===== config.mk =====
export PLATFORM = sky130hd
export DESIGN_NAME = alsu_sequencer
export DESIGN_NICKNAME = d
export VERILOG_FILES = /design/src/rtl/alsu_sequencer.sv
export SDC_FILE = /design/constraint.sdc
export NUM_CORES = 1
export LEC_CHECK = 0
export BUFFER_PORTS_ARGS = -buffer_cell sky130_fd_sc_hd__buf_2
export CAP_MARGIN = 20
export CELL_PAD_IN_SITES_DETAIL_PLACEMENT = 1
export CELL_PAD_IN_SITES_GLOBAL_PLACEMENT = 1
export CORE_UTILIZATION = 33
export CTS_CLUSTER_DIAMETER = 40
export DETAILED_ROUTE_END_ITERATION = 10
export GPL_TIMING_DRIVEN = 0
export PLACE_DENSITY_LB_ADDON = 0.1
export SYNTH_ARGS = -nofsm -noshare
export SYNTH_HDL_FRONTEND = slang
export SYNTH_SLANG_ARGS = --single-unit

===== constraint.sdc =====
create_clock -name clk -period 2 [get_ports clk]
set_input_delay 0.1 -clock clk [delete_from_list [all_inputs] [get_ports clk]]
set_output_delay 0.1 -clock clk [all_outputs]
set_load 0.005 [all_outputs]

===== src/rtl/alsu_sequencer.sv =====
// Shares one ALSU between two command requesters: arbitrate, hold operands for the ALSU latency, return the result.
// Define ALSU_SEQ_ERR_CHK_EN to reject illegal commands with rsp_err instead of issuing them.
module alsu_sequencer #(
   parameter int ALSU_LAT  = 2,
   parameter int PRIO_MODE = 0
) (
   input  logic              clk,
   input  logic              rst,
   input  logic              req0_valid,
   output logic              req0_ready,
   input  logic [15:0]       req0_cmd,
   input  logic              req1_valid,
   output logic              req1_ready,
   input  logic [15:0]       req1_cmd,
   output logic              rsp_valid,
   input  logic              rsp_ready,
   output logic              rsp_id,
   output logic signed [5:0] rsp_data,
   output logic              rsp_err,
   output logic signed [2:0] alsu_A,
   output logic signed [2:0] alsu_B,
   output logic [2:0]        alsu_opcode,
   output logic              alsu_cin,
   output logic              alsu_serial_in,
   output logic              alsu_red_op_A,
   output logic              alsu_red_op_B,
   output logic              alsu_bypass_A,
   output logic              alsu_bypass_B,
   output logic              alsu_direction,
   input  logic signed [5:0] alsu_out,
   output logic              busy
);
   typedef enum logic [1:0] {IDLE, WAIT, RESP} state_t;

   state_t      state;
   state_t      state_next;
   logic [2:0]  cnt;
   logic        last_grant;
   logic [15:0] issued;
   logic        any_req;
   logic        grant;
   logic        grant_id;
   logic [15:0] grant_cmd;
   logic        cmd_bad;

   // last_grant==1 means requester 1 won last, so requester 0 takes the next tie.
   assign any_req   = req0_valid | req1_valid;
   assign grant_id  = (req0_valid && req1_valid) ? ((PRIO_MODE == 1) ? 1'b0 : ~last_grant)
                                                  : req1_valid;
   assign grant_cmd = grant_id ? req1_cmd : req0_cmd;

`ifdef ALSU_SEQ_ERR_CHK_EN
   assign cmd_bad = (grant_cmd[15:13] >= 3'd6) ||
                    ((grant_cmd[4] | grant_cmd[3]) && (grant_cmd[15:13] > 3'd1));
`else
   assign cmd_bad = 1'b0;
`endif

   always_ff @(posedge clk or negedge rst) begin
      if (!rst) state <= IDLE;
      else      state <= state_next;
   end

   always_comb begin
      state_next = state;
      grant      = 1'b0;
      req0_ready = 1'b0;
      req1_ready = 1'b0;
      case (state)
         IDLE: begin
            if (any_req) begin
               grant      = 1'b1;
               req0_ready = ~grant_id;
               req1_ready = grant_id;
               state_next = cmd_bad ? RESP : WAIT;
            end
         end
         WAIT:    if (cnt == 3'd0) state_next = RESP;
         RESP:    if (rsp_ready)   state_next = IDLE;
         default: state_next = IDLE;
      endcase
   end

   always_ff @(posedge clk or negedge rst) begin
      if (!rst) begin
         cnt        <= 3'd0;
         last_grant <= 1'b1;
         issued     <= 16'd0;
         rsp_valid  <= 1'b0;
         rsp_id     <= 1'b0;
         rsp_data   <= 6'sd0;
      end else begin
         case (state)
            IDLE: begin
               if (grant) begin
                  last_grant <= grant_id;
                  rsp_id     <= grant_id;
                  if (cmd_bad) begin
                     rsp_valid <= 1'b1;
                     rsp_data  <= 6'sd0;
                  end else begin
                     issued <= grant_cmd;
                     cnt    <= 3'(ALSU_LAT - 1);
                  end
               end
            end
            WAIT: begin
               if (cnt == 3'd0) begin
                  rsp_valid <= 1'b1;
                  rsp_data  <= alsu_out;
               end else begin
                  cnt <= cnt - 3'd1;
               end
            end
            RESP:    if (rsp_ready) rsp_valid <= 1'b0;
            default: ;
         endcase
      end
   end

`ifdef ALSU_SEQ_ERR_CHK_EN
   logic err;
   always_ff @(posedge clk or negedge rst) begin
      if (!rst)                           err <= 1'b0;
      else if (state == IDLE && grant)    err <= cmd_bad;
      else if (state == RESP && rsp_ready) err <= 1'b0;
   end
   assign rsp_err = err;
`else
   assign rsp_err = 1'b0;
`endif

   // Operands stay on the ALSU after the response so shift/rotate inputs never glitch.
   assign alsu_opcode    = issued[15:13];
   assign alsu_A         = issued[12:10];
   assign alsu_B         = issued[9:7];
   assign alsu_cin       = issued[6];
   assign alsu_serial_in = issued[5];
   assign alsu_red_op_A  = issued[4];
   assign alsu_red_op_B  = issued[3];
   assign alsu_bypass_A  = issued[2];
   assign alsu_bypass_B  = issued[1];
   assign alsu_direction = issued[0];
   assign busy           = (state != IDLE);
endmodule


==> key figures <==
Global routing
  • GR Util All Layers: 0.189
  • Total grt overflow: 0
  • Vias in the first global route: 1260
  • Largest net degree at the start of global routing: 31
  • Initial antenna violation count: 0
  • First-pass GRT wire length: 5.95 mm

Yosys
  • Number of synthesized flops with an enable pin: 0
  • Ys async rst share: 1.00
  • Mux share of post-synthesis cell area: 0.0647
  • Post-synth top flop: dfrtp_1
  • Post-synthesis compound-gate area fraction: 0.251
  • Synth unique cells: 29
  • Largest family of logic cells by synthesized area: compound AO/OA/AOI/OAI gates
  • Synthesized area per cell: 12.4 um2
  • Ys Warns: 0
  • Post-synthesis simple-gate area fraction: 0.0545
  • Cell count after synthesis: 109
  • Syn Nets: 154
  • Post-synthesis sequential area ratio: 0.555
  • Post-synthesis adder-cell area fraction: 0.0185
  • Synth Cell Area: 1350 um2
  • Synth Register Bits: 30
  • Post-Synth XOR/XNOR Area: 0

Layout
  • Layout Nets: 231
  • Final core occ: 0.487
  • Inserted Diodes: 0
  • Layout cells sized above 1: 0.497
  • Register area: 752 um2
  • Multi-input logic area: 531 um2
  • Synthesis-to-finish area growth: 36.6%
  • Fillers: 433

CTS
  • CTS tree: yes
  • Sink Count: 30
  • Inserted Clock Buffers: 5
  • H-tree depth reported by CTS: 2
  • Postcts setup bufs: 0
  • Resized Gates After CTS: 0
  • CTS hold repair buffers: 1
  • Clock latency on the worst-skew pair: 0.28 ns
  • Reg clk slew, reported paths: 0.06 ns
  • Root buf cell: clkbuf_8
  • Clock Tree Buf Depth: 2

STA
  • Slew headroom: 0.548
  • Slew @ Worst Pin: 0.678 ns
  • Max-slew violation count: 0
  • Hold Slack: 0.0525 ns
  • Final hold vios: 0
  • Max Freq: 0.556 GHz
  • Setup-failing EPs final: 0
  • Skew final: 0.0118 ns
  • Setup TNS: 0 ns
  • Tcrit/Tclk final: 0.899
  • Setup repair after global routing missed its margin: false
  • Fin crit period: 1.80 ns

Floorplanning
  • Cell Rows: 22
  • Core area: 3800 um2
  • Chip height: 66.1 um
  • I/O pin cnt: 71
  • Die width: 66.1 um
  • Starting Density: 0.356
  • Die area: 4360 um2

Placement
  • IO Port Bufs: 69
  • GPL Wtd Cong: 0.714
  • Post-DP HPWL: 2.62 mm

Setup path
  • Critical path endpoint category: primary output
  • Reg-to-reg slack, setup: 0.37 ns
  • CP max FO: 10
  • Critical path type: reg -> out
  • Worst endpoint data arrival time: 1.70 ns
  • CP startpoint kind: register
  • Worst Path Required: 1.90 ns

Detailed routing
  • Drt drc: 0
  • Routed via count: 1198
  • Antenna-violating nets left: 0
  • WL per Instance: 15.3 um
  • WL final: 3.60 mm
  • Initial DRC Count: 35
  • Vias/cell: 5.10
  • First-pass detailed-route iteration total: 4

Status
  • Status: complete, no violations

Pwr
  • Total power after layout: 2.75 mW
  • PD cells: 1490 nW/um2
  • Max VDD drop: 0.000644 V
  • Static Leakage: 0.952 nW

Job
  • Max Cap Viol: 0

Worst hold path
  • Hold Path Class: in -> reg
sequential cells by signal (all words and copies together), names as in the netlist:
signal	flops
cnt	3
state	2
last_grant	1
rsp_data	6
rsp_valid	1
rsp_id	1
issued	16
cell type report:
type / count / area share
Sequential cell: 30 / 0.407
Multi-Input combinational cell: 65 / 0.287
Timing Repair Buffer: 70 / 0.192
Clock buffer: 8 / 0.0433
Tap cell: 48 / 0.0325
Buffer: 8 / 0.0264
Inverter: 6 / 0.0122
Yosys cell counts, drive strengths merged (2+ instances only):
| library cell | instances | share of area |
|---|---|---|
| a21boi | 15 | 0.083 |
| a21o | 2 | 0.011 |
| a21oi | 3 | 0.014 |
| a221o | 15 | 0.11 |
| buf | 7 | 0.032 |
| dfrtp | 29 | 0.54 |
| ha | 2 | 0.018 |
| inv | 6 | 0.017 |
| mux2 | 6 | 0.050 |
| mux2i | 2 | 0.015 |
| nand2 | 4 | 0.011 |
| nor2 | 4 | 0.018 |
| o21ai | 2 | 0.0074 |
| o2bb2ai | 2 | 0.013 |
cell usage in the layout, fill, tap and decap left out, drive strengths merged, types with 2 or more instances in the layout:
master,instances
buf,76
dfrtp,29
a21boi,15
a221o,15
clkbuf,9
inv,6
mux2,6
nand2,4
nor2,4
a21oi,3
o2bb2ai,2
mux2i,2
o21ai,2
a21o,2
ha,2
per-stage QoR:
| stage | cell area [um2] | setup slack [ns] | cells |
|---|---|---|---|
| final | 1850 | 0.202 | 235 |
| after floorplan | 1350 | 0.554 | 109 |
| after global routing | 1850 | 0.0615 | 235 |
| after detailed placement | 1760 | 0.384 | 226 |
| after global placement | 1760 | 0.432 | 226 |
| after CTS | 1850 | 0.165 | 235 |
power by group:
part           internal, mW  switching [mW]
Combinational         0.644           0.592
Clock                 0.246           0.199
Sequential            0.912           0.158
final timing paths:
kind,startpoint,to,cells past startpoint
setup / recovery,state[1]$_DFFE_PN0P_,req1_ready,5
hold reg to reg,rsp_id$_DFFE_PN0P_,rsp_id$_DFFE_PN0P_,1
hold / removal,alsu_out[4],rsp_data[4]$_DFFE_PN0P_,2
min in group asynchronous,rst,cnt[1]$_DFFE_PN0P_,2
max in group asynchronous,rst,rsp_data[1]$_DFFE_PN0P_,2
setup reg to reg,state[1]$_DFFE_PN0P_,issued[10]$_DFFE_PN0P_,5
worst max-delay path: stages (launching register included):
cell and delay [ns]:
dfrtp_1 0.44, nor2_2 0.18, inv_1 0.10, nor2_4 0.27, buf_2 0.29, buf_2 0.15
cell families (layout without fill, tap and decap cells):
group | Yosys count | after routing
other | 1 | 1
buffers and inverters | 14 | 92
muxes | 8 | 8
and+or+nand+nor | 13 | 13
adders and majority gates | 2 | 2
AOI/OAI and AO/OA | 41 | 41
DFF | 30 | 30
layer usage:
layer  share of wire  track usage  vias up
met5               0            0        -
li1                -            -      556
met1            0.42        0.208      595
met2            0.50        0.329       43
met4           0.014       0.0638        0
met3           0.064       0.0741        4
Power figures use the tool's default switching activity.
